==> config.mk <==
export PLATFORM = sky130hd
export DESIGN_NAME = code_loader_flat
export DESIGN_NICKNAME = d
export VERILOG_FILES = /design/src/rtl/code_loader_if.sv /design/src/rtl/code_loader.sv /design/src/flat_wrapper.sv
export SDC_FILE = /design/constraint.sdc
export NUM_CORES = 1
export LEC_CHECK = 0
export ABC_AREA = 1
export CORE_MARGIN = 1
export CORE_UTILIZATION = 39
export DETAILED_ROUTE_END_ITERATION = 6
export DONT_BUFFER_PORTS = 1
export SLEW_MARGIN = 20
export SYNTH_ARGS = -nofsm -noshare
export SYNTH_HDL_FRONTEND = slang
export SYNTH_SLANG_ARGS = --single-unit
==> constraint.sdc <==
create_clock -name clk -period 3.6 [get_ports clk]
set_input_delay 0.72 -clock clk [delete_from_list [all_inputs] [get_ports clk]]
set_output_delay 0.72 -clock clk [all_outputs]
set_load 0.01 [all_outputs]
==> src/rtl/code_loader_if.sv <==
// Program-load stream in, instruction-memory write port and loader status out.
// The slave modport is the loader; the master modport is its environment.
interface code_loader_if #(
  parameter int ADDR_WIDTH = 10,
  parameter int DATA_WIDTH = 64
);
  logic                  load_start;
  logic                  cpu_idle;
  logic [DATA_WIDTH-1:0] load_data;
  logic                  load_valid;
  logic                  load_last;
  logic                  load_ready;
  logic [ADDR_WIDTH-1:0] inst_wr_addr;
  logic [DATA_WIDTH-1:0] inst_wr_data;
  logic                  inst_wr_en;
  logic [ADDR_WIDTH:0]   prog_len;
  logic                  prog_valid;
  logic                  busy;
  logic                  load_err;

  modport master (
    output load_start, cpu_idle, load_data, load_valid, load_last,
    input  load_ready, inst_wr_addr, inst_wr_data, inst_wr_en,
    input  prog_len, prog_valid, busy, load_err
  );

  modport slave (
    input  load_start, cpu_idle, load_data, load_valid, load_last,
    output load_ready, inst_wr_addr, inst_wr_data, inst_wr_en,
    output prog_len, prog_valid, busy, load_err
  );
endinterface

==> src/rtl/code_loader.sv <==
// Streams a program into instruction memory once the CPU is idle; each accepted word is written one cycle later.
// Backpressure: load_ready is high only while loading, and is dropped in the cycle of a restart.
module code_loader #(
  parameter int ADDR_WIDTH = 10,
  parameter int DATA_WIDTH = 64,
  parameter int DEPTH      = 2**ADDR_WIDTH
) (
  input  logic          clk,
  input  logic          rst,
  code_loader_if.slave  bus
);

  typedef enum logic [2:0] {IDLE, WAIT_IDLE, LOAD, DONE, ERR} state_t;

  localparam logic [ADDR_WIDTH:0] LAST_IDX = (ADDR_WIDTH+1)'(DEPTH - 1);
  localparam logic [ADDR_WIDTH:0] ONE      = (ADDR_WIDTH+1)'(1);

  state_t                state;
  logic [ADDR_WIDTH:0]   count;
  logic [ADDR_WIDTH:0]   plen;
  logic                  pv;
  logic                  err;
  logic                  wr_en;
  logic [ADDR_WIDTH-1:0] wr_addr;
  logic [DATA_WIDTH-1:0] wr_data;
  logic                  ready;
  logic                  accept;

  // A restart pulse takes priority over any beat offered in the same cycle.
  assign ready  = (state == LOAD) && !bus.load_start;
  assign accept = ready && bus.load_valid;

  always_ff @(posedge clk or posedge rst) begin
    if (rst) begin
      state   <= IDLE;
      count   <= '0;
      plen    <= '0;
      pv      <= 1'b0;
      err     <= 1'b0;
      wr_en   <= 1'b0;
      wr_addr <= '0;
      wr_data <= '0;
    end else begin
      wr_en <= accept;
      if (accept) begin
        wr_addr <= count[ADDR_WIDTH-1:0];
        wr_data <= bus.load_data;
        count   <= count + ONE;
      end
      if (bus.load_start) begin
        state <= WAIT_IDLE;
        count <= '0;
        pv    <= 1'b0;
        err   <= 1'b0;
      end else begin
        case (state)
          WAIT_IDLE: if (bus.cpu_idle) state <= LOAD;
          LOAD: begin
            if (accept) begin
              if (bus.load_last) begin
                state <= DONE;
                plen  <= count + ONE;
              end else if (count == LAST_IDX) begin
                // Overflowing word is still written; the program is just never marked valid.
                state <= ERR;
                err   <= 1'b1;
              end
            end
          end
          DONE: begin
            state <= IDLE;
            pv    <= 1'b1;
          end
          default: ;
        endcase
      end
    end
  end

  assign bus.load_ready   = ready;
  assign bus.busy         = (state != IDLE);
  assign bus.inst_wr_en   = wr_en;
  assign bus.inst_wr_addr = wr_addr;
  assign bus.inst_wr_data = wr_data;
  assign bus.prog_len     = plen;
  assign bus.prog_valid   = pv;
  assign bus.load_err     = err;

endmodule

==> src/flat_wrapper.sv <==
// flat-port wrapper written by rule: the top's interface ports become plain ports
module code_loader_flat 
#(
  parameter int ADDR_WIDTH = 10,
  parameter int DATA_WIDTH = 64,
  parameter int DEPTH      = 2**ADDR_WIDTH
)
  (clk, rst, bus_load_start, bus_cpu_idle, bus_load_data, bus_load_valid, bus_load_last, bus_load_ready, bus_inst_wr_addr, bus_inst_wr_data, bus_inst_wr_en, bus_prog_len, bus_prog_valid, bus_busy, bus_load_err);
  code_loader_if #(.ADDR_WIDTH(ADDR_WIDTH), .DATA_WIDTH(DATA_WIDTH)) bus_i ();
  input  logic clk;
  input  logic rst;
  input wire logic [$bits(bus_i.load_start)-1:0] bus_load_start;
  input wire logic [$bits(bus_i.cpu_idle)-1:0] bus_cpu_idle;
  input wire logic [$bits(bus_i.load_data)-1:0] bus_load_data;
  input wire logic [$bits(bus_i.load_valid)-1:0] bus_load_valid;
  input wire logic [$bits(bus_i.load_last)-1:0] bus_load_last;
  output wire logic [$bits(bus_i.load_ready)-1:0] bus_load_ready;
  output wire logic [$bits(bus_i.inst_wr_addr)-1:0] bus_inst_wr_addr;
  output wire logic [$bits(bus_i.inst_wr_data)-1:0] bus_inst_wr_data;
  output wire logic [$bits(bus_i.inst_wr_en)-1:0] bus_inst_wr_en;
  output wire logic [$bits(bus_i.prog_len)-1:0] bus_prog_len;
  output wire logic [$bits(bus_i.prog_valid)-1:0] bus_prog_valid;
  output wire logic [$bits(bus_i.busy)-1:0] bus_busy;
  output wire logic [$bits(bus_i.load_err)-1:0] bus_load_err;
  assign bus_i.load_start = bus_load_start;
  assign bus_i.cpu_idle = bus_cpu_idle;
  assign bus_i.load_data = bus_load_data;
  assign bus_i.load_valid = bus_load_valid;
  assign bus_i.load_last = bus_load_last;
  assign bus_load_ready = bus_i.load_ready;
  assign bus_inst_wr_addr = bus_i.inst_wr_addr;
  assign bus_inst_wr_data = bus_i.inst_wr_data;
  assign bus_inst_wr_en = bus_i.inst_wr_en;
  assign bus_prog_len = bus_i.prog_len;
  assign bus_prog_valid = bus_i.prog_valid;
  assign bus_busy = bus_i.busy;
  assign bus_load_err = bus_i.load_err;
  code_loader #(.ADDR_WIDTH(ADDR_WIDTH), .DATA_WIDTH(DATA_WIDTH), .DEPTH(DEPTH)) u_core (.clk(clk), .rst(rst), .bus(bus_i));
endmodule
# ---- Word level (Yosys, flattened, before mapping)
# Index checks and enable logic that the tools add are counted.
dict set report word_totals {
  regBits 102
  output_inout_bits 90
}
dict set report classes {
  add_sub_neg 1
  n_eq_ne 8
  n_mux 15
  n_bitwise 1
  reduce_logical 12
}
# op n
set ops {}
lappend ops {{11-bit two-way mux} 2}
lappend ops {{3-bit two-way mux} 5}
lappend ops {{4-bit AND reduction} 3}
lappend ops {{11-bit by 1-bit adder with 11-bit output (second input constant)} 1}
lappend ops {{11-bit by 10-bit equality test with 1-bit output (second input constant)} 1}
lappend ops {{3-bit one-hot mux with 3 select lines} 1}
lappend ops {{2-bit nonzero test} 4}
lappend ops {{1-bit two-way mux} 7}
lappend ops {{3-bit by 2-bit equality test with 1-bit output (second input constant)} 2}
lappend ops {{4-bit != test (second input constant)} 1}
lappend ops {{4-bit nonzero test} 1}
lappend ops {{3-bit by 1-bit equality test with 1-bit output (second input constant)} 1}
lappend ops {{3-bit by 2-bit != test with 1-bit output (second input constant)} 1}
lappend ops {{3-bit != test (second input constant)} 1}
lappend ops {{3-bit nonzero test} 1}
lappend ops {{1-bit logical AND} 2}
lappend ops {{2-bit != test (second input constant)} 1}
lappend ops {{1-bit logical NOT} 1}
lappend ops {{1-bit NOT} 1}

# ---- Logic depth before layout (Yosys ltp)
dict set report logic_depth {
  word_depth 6
  ltp_mapped 9
  mapped_depth_nobuf 8
}

# ---- Worst setup path after synthesis
# Ideal clock, no wire load.
dict set report synth_path {
  path_kind {input to output}
  start {in bus_load_start}
  end {out bus_load_ready}
  arrival_ns 1.016
  t_required_ns 2.880
  path_slack_ns 1.864
  stages 3
  path_buffers 0
  cell_sequence {nor2_1 > nand2_2 > inv_1}
}
dict set report synth_via {
  elab_chain_len 2
}
# element line_no
set synth_lines {}
lappend synth_lines {{start, declared} flat_wrapper.sv:12} ;# input wire logic [$bits(bus_i.load_start)-1:0] bus_load_start;
lappend synth_lines {{1-bit logical NOT} code_loader.sv:30} ;# assign ready = (state == LOAD) && !bus.load_start;
lappend synth_lines {{1-bit logical AND} code_loader.sv:30}
lappend synth_lines {{end, declared} flat_wrapper.sv:17} ;# output wire logic [$bits(bus_i.load_ready)-1:0] bus_load_ready;
# No other way between the ends.

# ---- Worst setup path in the final report
dict set report layout_path {
  start {reg u_core.state[2]}
  end {reg u_core.wr_addr[7], in the netlist u_core.bus.inst_wr_addr[7]}
}
dict set report layout_via {
  elab_chain_len 3
}
# element line_no
set layout_lines {}
lappend layout_lines {{start, declared} code_loader.sv:18} ;# state_t state;
lappend layout_lines {{start signal, assigned} code_loader.sv:35} ;# state <= IDLE;
lappend layout_lines {{start signal, assigned} code_loader.sv:51} ;# state <= WAIT_IDLE;
lappend layout_lines {{start signal, assigned} code_loader.sv:57} ;# WAIT_IDLE: if (bus.cpu_idle) state <= LOAD;
lappend layout_lines {{3-bit by 2-bit equality test with 1-bit output} code_loader.sv:30}
lappend layout_lines {{1-bit logical AND} code_loader.sv:30}
lappend layout_lines {{1-bit logical AND} code_loader.sv:31} ;# assign accept = ready && bus.load_valid;
lappend layout_lines {{end signal, assigned} code_loader.sv:46} ;# wr_addr <= count[ADDR_WIDTH-1:0];
lappend layout_lines {{end, declared} code_loader.sv:24} ;# logic [ADDR_WIDTH-1:0] wr_addr;
# No other way between the ends.
# A chain may end at the register's enable or synchronous reset.

==> metrics.md <==
| Metric | Value |
|---|---|
| Pleak | `roughly 0.0023 µW` |
| Part of the Yosys area used for sequential elements | `0.620` |
| Worst-Skew Late Latency | `between 300 and 400 ps` |
| Hold WS | `334 ps` |
| Die Wd | `~100 µm` |
| Total placed instance area | `roughly 4200 µm²` |
| Routed WL | `between 8000 and 9000 µm` |
| DRC | `0` |
| Ant. Diodes | `0` |
| Hold buffers post-CTS | `0` |
| Clock Skew | `11.3 ps` |
| Worst-Margin Slew | `between 700 and 800 ps` |
| TritonCTS Sinks | `between 100 and 150` |
| Top-Level Pins | `between 150 and 200` |
| First-pass GRT wire length | `approximately 14000 µm` |
| Tcrit/Tclk final | `0.576` |
| Ratio of cells with drive above 1 in the final layout | `0.0582` |
| Worst path required time | `roughly 3800 ps` |
| Row count | `37` |
| Initial Utilization | `0.401` |
| Power Density | `746 nW/µm²` |
| Peak fanout along the critical path | `34` |
| Post-CTS setup buffer count | `0` |
| CORE AREA | `around 10000 µm²` |
| TritonRoute pass-1 iters | `4` |
| Final nets | `roughly 550` |
| CP arrival | `approximately 2300 ps` |
| Root Buffer | `clkbuf_8` |
| GRT Overall Usage | `0.168` |
| Detail Route Antenna Nets | `0` |
| Worst stage delay on the critical path | `440 ps` |
| Switching pwr | `about 1200 µW` |
| Largest net degree at the start of global routing | `59` |
| Reg power frac | `0.614` |
| Delay-heaviest family, CP | `buffers and inverters` |
| Slew HR | `0.524` |
| Worst Hold Class | `input pin to asynchronous set/reset pin` |
| Final setup vio count | `0` |
| CP Cell Sequence | `nor2_1 > nand2_2 > nor2_4 > buf_4 > inv_2 > buf_4 > nand2_1 > o21ai_0` |
| Buf/Inv on CP | `3` |
| Synth-to-Final Area Change | `7.26%` |
| H-tree lvl count | `3` |
| Max-Cap Viols | `0` |
| DRT iter0 DRCs | `about 200` |
| Cells after Synth | `477` |
| CTS tree | `built` |
| CTS buffer count | `9` |
| Max Freq | `between 400 and 500 MHz` |
| Logic pwr share | `0.161` |
| Setup crit start kind | `flip-flop` |
| Port Buffer Count | `0` |
| Vias after detailed routing | `roughly 2900` |
| Detailed Place HPWL | `6250 µm` |
| Syn_area_per_cell | `roughly 8.6 µm²` |
| Slowest-stage cell, CP | `dfrtp_1` |
| RePlAce Congestion | `between 0.8 and 0.9` |
| Most frequent cells in the layout | `nand2_1 (273), dfrtp_1 (102), inv_1 (20)` |
| Final Max Tran Viols | `0` |
| PostCTS Resize Cnt | `0` |
| Max Root-Sink Buffers | `2` |
| Clk slew on worst S/H paths | `around 100 ps` |
| Switching portion of total power | `0.369` |
| YS warnings | `0` |
| Hold Violations, Final | `0` |
| Setup TNS | `0 ps` |
| Syn Std Cell Area | `between 4000 and 5000 µm²` |
| Routed vias/inst | `~4.8` |
| Vias in the first global route | `~2900` |
| Status | `finished, final reports clean` |
| Initial antenna violation count | `0` |
| Netlist cell types | `20` |
| Congestion Overflow GR | `0` |
| Synthesized Nets | `between 500 and 600` |
| Maximum VDD drop | `around 0.30 mV` |
| Pint | `2080 µW` |
| Clock share of power | `0.226` |
| Commonest non-fill, non-tap cell in the layout | `nand2_1` |
| Crit. End Element | `flip-flop` |
| DIE AREA | `about 11000 µm²` |
| Setup CP Type | `flip-flop to flip-flop` |
| RSZ-0062 raised after global routing | `no` |
| Final Instance Area | `about 4400 µm²` |
| FF+latch count, synth | `between 100 and 150` |
| Die extent in y | `105 µm` |
| Crit path time final | `~2100 ps` |
| WL/cell | `about 14 µm` |
| Most frequent CP cell | `buf_4` |
-- layout make-up --
cell class,instances,area (µm²)
clock buffer,10,138
inverter,22,85.1
fill,1048,5860
tap,136,170
clock inverter,6,70.1
multi-input combinational,335,1360
timing repair buffer,6,45.0
sequential,102,2550
-- synthesized netlist by cell type --
| cell | n | area share |
|---|---|---|
| nor2_1 | 16 | 0.015 |
| inv_2 | 1 | 0.00091 |
| nor3_1 | 1 | 0.0012 |
| dfrtp_1 | 102 | 0.62 |
| inv_1 | 21 | 0.019 |
| xor2_1 | 5 | 0.011 |
| buf_4 | 6 | 0.011 |
| xnor2_1 | 1 | 0.0021 |
| o21ai_1 | 2 | 0.0024 |
| ha_1 | 1 | 0.0030 |
| nand2_1 | 273 | 0.25 |
| buf_6 | 4 | 0.011 |
| a21oi_1 | 3 | 0.0036 |
| o22ai_1 | 2 | 0.0030 |
| clkbuf_1 | 3 | 0.0027 |
| o21ai_0 | 17 | 0.021 |
| nor2_4 | 1 | 0.0027 |
| nand2_2 | 3 | 0.0046 |
| nand3_1 | 10 | 0.012 |
| buf_2 | 5 | 0.0061 |
-- final timing paths --
| kind | from | end | slack [ps] | depth (start not counted) |
|---|---|---|---|---|
| max | u_core.state[2]$_DFFE_PP0P_ | u_core.bus.inst_wr_addr[7]$_DFFE_PP0P_ | 1530 | 8 |
| min | rst | u_core.bus.inst_wr_data[33]$_DFFE_PP0P_ | 330 | 1 |
| max reg2reg | u_core.state[2]$_DFFE_PP0P_ | u_core.bus.inst_wr_addr[7]$_DFFE_PP0P_ | 1530 | 8 |
| min reg2reg | u_core.state[1]$_DFFE_PP0P_ | u_core.state[1]$_DFFE_PP0P_ | 500 | 2 |
| max in group asynchronous | rst | u_core.bus.inst_wr_addr[6]$_DFFE_PP0P_ | 2470 | 2 |
| min in group clk | bus_load_start | u_core.bus.load_err$_DFFE_PP0P_ | 420 | 1 |
-- power groups by stage --
| stage | registers (µW) | logic (µW) | clock network (µW) |
|---|---|---|---|
| 5_1_grt | 2070 | 642 | 820 |
| 3_3_place_gp | 2040 | 510 | 0 |
| 3_5_place_dp | 2040 | 549 | 0 |
| 2_1_floorplan | 1960 | 459 | 0 |
| 4_1_cts | 2030 | 545 | 779 |
| 6_report | 2020 | 529 | 744 |
-- sequential cells by signal, summed over array words and instances, names as in the netlist --
name                     flops
u_core.bus.load_err          1
u_core.bus.inst_wr_addr     10
u_core.bus.prog_len         11
u_core.state                 3
u_core.count                11
u_core.bus.prog_valid        1
u_core.bus.inst_wr_data     64
u_core.bus.inst_wr_en        1
-- routing by layer --
layer  GRT usage  up-vias  routed length [µm]
met3      0.0611       10                 767
met5           0        -                   0
met1       0.207     1384                3760
li1            -     1438                   -
met4      0.0573        0                  98
met2       0.273      106                4280
-- worst register-to-register path: cells and delay by family (launching register included) --
kind                   cells  cell delay [ps]
DFF                        1              440
buffers and inverters      3              930
and+or+nand+nor            4              480
AOI/OAI and AO/OA          1               80
-- through the flow --
| step | worst slack (ps) | utilization | total power, µW | instances |
|---|---|---|---|---|
| 3_5_place_dp | 1300 | 0.410 | 2590 | 601 |
| 5_1_grt | 1290 | 0.430 | 3530 | 617 |
| 3_3_place_gp | 1320 | 0.410 | 2550 | 601 |
| 4_1_cts | 1510 | 0.430 | 3350 | 617 |
| 2_1_floorplan | 205 | - | 2420 | 477 |
| 6_report | 1530 | 0.430 | 3300 | 617 |
-- cells by family (layout without fill, tap and decap cells) --
logic type | after synthesis | count (layout) | synth area share
xor+xnor | 6 | 6 | 0.0128
simple gates | 304 | 304 | 0.284
compound gates | 24 | 24 | 0.0298
flops | 102 | 102 | 0.620
fa+ha+maj | 1 | 1 | 0.00304
buf+inv | 40 | 44 | 0.0507
No activity file was read; power rests on OpenSTA's default activity.
